### src/rtl/truth_table_sweeper.sv
// rtl/truth_table_sweeper.sv - steps A/B/C through every minterm, samples X, scores it against EXPECTED
module truth_table_sweeper #(
   parameter int                  N_IN          = 3,
   parameter int                  SETTLE_CYCLES = 2,
   parameter logic [2**N_IN-1:0]  EXPECTED      = 8'hD5
) (
   input  logic                 clk,
   input  logic                 rst_n,
   input  logic                 start,
   output logic [N_IN-1:0]      abc_out,
   input  logic                 x_in,
   output logic                 busy,
   output logic                 done,
   output logic                 pass,
   output logic [2**N_IN-1:0]   captured,
   output logic [2**N_IN-1:0]   mismatch,
   output logic [N_IN:0]        fail_count
);

   localparam int                W        = 2**N_IN;
   localparam int                CW       = (SETTLE_CYCLES > 0) ? $clog2(SETTLE_CYCLES + 1) : 1;
   localparam logic [CW-1:0]     CNT_LOAD = CW'(SETTLE_CYCLES);
   localparam logic [N_IN-1:0]   LAST     = N_IN'(W - 1);

   typedef enum logic [1:0] {
      IDLE   = 2'd0,
      SETTLE = 2'd1,
      DONE   = 2'd2
   } state_t;

   state_t            state;
   logic [N_IN-1:0]   index;
   logic [CW-1:0]     cnt;
   logic              mis_now;
   logic [N_IN:0]     fail_next;

   // Case-inequality so an undriven or unknown X is scored as a mismatch in simulation.
   always_comb begin
      mis_now   = (x_in !== EXPECTED[index]);
      fail_next = fail_count + {{N_IN{1'b0}}, mis_now};
   end

   always_ff @(posedge clk or negedge rst_n) begin
      if (!rst_n) begin
         state      <= IDLE;
         index      <= '0;
         cnt        <= '0;
         abc_out    <= '0;
         busy       <= 1'b0;
         done       <= 1'b0;
         pass       <= 1'b0;
         captured   <= '0;
         mismatch   <= '0;
         fail_count <= '0;
      end else begin
         case (state)
            IDLE: begin
               done <= 1'b0;
               if (start) begin
                  state      <= SETTLE;
                  busy       <= 1'b1;
                  index      <= '0;
                  abc_out    <= '0;
                  cnt        <= CNT_LOAD;
                  captured   <= '0;
                  mismatch   <= '0;
                  fail_count <= '0;
                  pass       <= 1'b0;
               end
            end
            SETTLE: begin
               if (cnt != '0) begin
                  cnt <= cnt - 1'b1;
               end else begin
                  captured[index] <= x_in;
                  mismatch[index] <= mis_now;
                  fail_count      <= fail_next;
                  if (index == LAST) begin
                     state <= DONE;
                     busy  <= 1'b0;
                     done  <= 1'b1;
                     pass  <= (fail_next == '0);
                  end else begin
                     index   <= index + 1'b1;
                     abc_out <= index + 1'b1;
                     cnt     <= CNT_LOAD;
                  end
               end
            end
            DONE: begin
               done  <= 1'b0;
               state <= IDLE;
            end
            default: begin
               state <= IDLE;
               busy  <= 1'b0;
               done  <= 1'b0;
            end
         endcase
      end
   end

endmodule
### config.mk
export PLATFORM = sky130hd
export DESIGN_NAME = truth_table_sweeper
export DESIGN_NICKNAME = d
export VERILOG_FILES = /design/src/rtl/truth_table_sweeper.sv
export SDC_FILE = /design/constraint.sdc
export NUM_CORES = 1
export LEC_CHECK = 0
export BUFFER_PORTS_ARGS = -buffer_cell sky130_fd_sc_hd__buf_2
export CORE_UTILIZATION = 45
export DETAILED_ROUTE_END_ITERATION = 6
export GPL_TIMING_DRIVEN = 0
export PLACE_DENSITY_LB_ADDON = 0.12
export SLEW_MARGIN = 10
export SYNTH_ARGS = -nofsm -noshare
export SYNTH_HDL_FRONTEND = slang
export SYNTH_SLANG_ARGS = --single-unit
### constraint.sdc
create_clock -name clk -period 4.9 [get_ports clk]
set_input_delay 0.49 -clock clk [delete_from_list [all_inputs] [get_ports clk]]
set_output_delay 0.49 -clock clk [all_outputs]
set_load 0.05 [all_outputs]
==> out/results.txt <==
gr ovfl total: 0
Port Buf Inserts: 29
DR iter-0 viols: 26
Worst setup EP type: flop
detailed placer's ending HPWL: 2357 microns
WHS: 181.5 ps
post-placement cell count: 222
final layout net count: 194
global-route wire length before repair: 5223 microns
Yosys warning total: 0
postcts setup bufs: 0
DRT Wirelength: 3163 microns
syn_area_per_cell: 10.78 sq um
Initial Util: 47.10%
clock skew: 4.860 ps
CTS Hold Bufs: 0
setup violators final: 0
All-Layer GR Usage: 19.59%
via count: 1236
GPL Wtd Cong: 0.7821
fmax: 0.3948 GHz
sequential cell area fraction in the yosys report: 47.39%
top_reg_cell synth: dfrtp_1
crit path buf inv count: 3
area grow syn2layout: 15.80%
most frequent cells in the layout: buf_2 (35), dfrtp_1 (30), inv_1 (22), o22ai_1 (18), ha_1 (7)
top-level I/O count: 30
non-filler cells, final: 229
die width: 61.33 microns
R2R depth: 10
CP max-delay cell: dfrtp_1
clock transition at the registers of the reported paths: 90 ps
Most Used Layer, Global Route: met2
Setup TNS Final: 0 ps
Slew Limit Fails: 0
die footprint: 3761 sq um
Hold Path Class: input pin to asynchronous set/reset pin
CTS H-Tree Depth: 2
Reg2Reg Setup Slack: 2370 ps
reg-to-reg endpoint: fail_count[2]
number of synthesized flops with an enable pin: 0
Worst path max stage delay: 400 ps
Async SR Flop Fraction: 100.0%
worst r2r src: index[1]
period utilization: 51.70%
CTS tree: yes
Reg area: 750.7 sq um
clk root buf: clkbuf_4
via-per-instance ratio: 5.397
Final Hold Fails: 0
post-synthesis cell type count: 39
Global Route met2 Usage: 28.88%
mapped cell area: 1584 sq um
critical path data required time: 5110 ps
critical path launch point type: flop
max_slew headroom: 57.63%
vias in the first global route: 1126
transition time of the tightest slew-check pin: 635.6 ps
CP cell instances: buf_2 -> inv_1 -> ha_1 -> mux2i_2 -> xor2_1 -> ha_1 -> ha_1 -> inv_2 -> a311o_1 -> mux2_2
Gates resized, CTS repair: 0
outcome: finished, final reports clean
WL/cell: 13.81 microns
core area: 3363 sq um
Max Cap Viol: 0
Worst-Skew Late Latency: 320 ps
row count: 21
total CTS buffers: 5
Fillers: 347
initial antenna violation count: 0
largest net degree at the start of global routing: 31
multi-input logic area: 683.2 sq um
met1 global-route usage: 26.90%
antenna cell count: 0
Num Clock Sinks: 30
met3 usage: 5.672%
commonest non-fill, non-tap cell in the layout: buf_2
Worst EP arrival: 2750 ps
unrepaired setup endpoints after global routing: false
final core utilization: 54.54%
synthesized instance count: 147
Top cell by count, worst path: ha_1
fin crit period: 2533 ps
CTS Buffer Depth: 2
DRC viols: 0
Synth Register Bits: 30
critical path's top delay family: adder cells
Net Count, Synth: 158
crit path kind: flop to flop
share of cells above drive strength 1: 33.33%
Die H: 61.33 microns
TritonRoute pass-1 iters: 4
crit-path max FO: 10
Antenna Nets Post-Route: 0
==> metal layers <==
layer	wire length [microns]	part of all wire [%]
met1	1509	48
met2	1480	47
met3	126	4.0
met4	47	1.5
met5	0	0
==> sequential cells by signal (all words and copies together), names as in the netlist <==
register and count:
captured 8, fail_count 4, index 3, busy 1, mismatch 8, pass 1
state 2, cnt 2, done 1
==> how the worst max path moves through the flow <==
stage	startpoint	depth (start not counted)	slack, ps	to
6_report	index[1]	10	2370	fail_count[2]
3_5_place_dp	index[1]	10	2370	fail_count[2]
3_3_place_gp	index[1]	10	2420	fail_count[2]
5_1_grt	index[1]	10	2240	fail_count[2]
2_1_floorplan	index[1]	10	2260	fail_count[2]
4_1_cts	index[1]	10	2360	fail_count[2]
==> kinds of logic (layout without fill, tap and decap cells) <==
family | Yosys count | in the layout | synth area share, %
AO/OA/AOI/OAI | 39 | 39 | 19.27
buffers and inverters | 34 | 70 | 9.478
flip-flops | 30 | 30 | 47.39
AND/OR/NAND/NOR | 29 | 29 | 12.95
adder cells (fa/ha/maj) | 7 | 7 | 5.529
multiplexers | 5 | 5 | 3.713
XOR/XNOR | 3 | 3 | 1.659
==> cells in the mapped netlist, types with 2 or more instances <==
library cell	number	area [sq um]
inv_2	2	7.510
or3b_4	2	22.52
o22ai_1	18	112.6
dfrtp_1	30	750.7
mux2i_1	2	20.02
o21a_1	2	15.01
nand3_1	5	25.02
a211oi_2	6	75.07
and2_1	2	12.51
nand3b_1	5	37.54
o21ai_1	2	10.01
xnor2_1	2	17.52
mux2i_2	2	27.53
buf_4	2	15.01
or2_1	2	12.51
a32o_1	3	30.03
nor2_1	3	11.26
buf_2	6	30.03
ha_1	7	87.58
a211oi_1	4	30.03
inv_1	22	82.58
==> layout make-up <==
cell class | count | share of cell area, %
buffer | 10 | 3.274
clock buffer | 5 | 2.046
clock inverter | 2 | 0.5457
inverter | 24 | 4.911
multi-input combinational | 83 | 37.24
sequential | 30 | 40.93
tap | 46 | 3.138
timing repair buffer | 29 | 7.913
==> per-stage QoR <==
step / worst slack [ps] / area [sq um]
3_5_place_dp: 2371 / 1787
2_1_floorplan: 2258 / 1584
3_3_place_gp: 2417 / 1787
6_report: 2367 / 1834
5_1_grt: 2244 / 1834
4_1_cts: 2359 / 1834
Power is not shown: default switching activity piles up to over one toggle a cycle in this logic, so the estimate is an artifact.
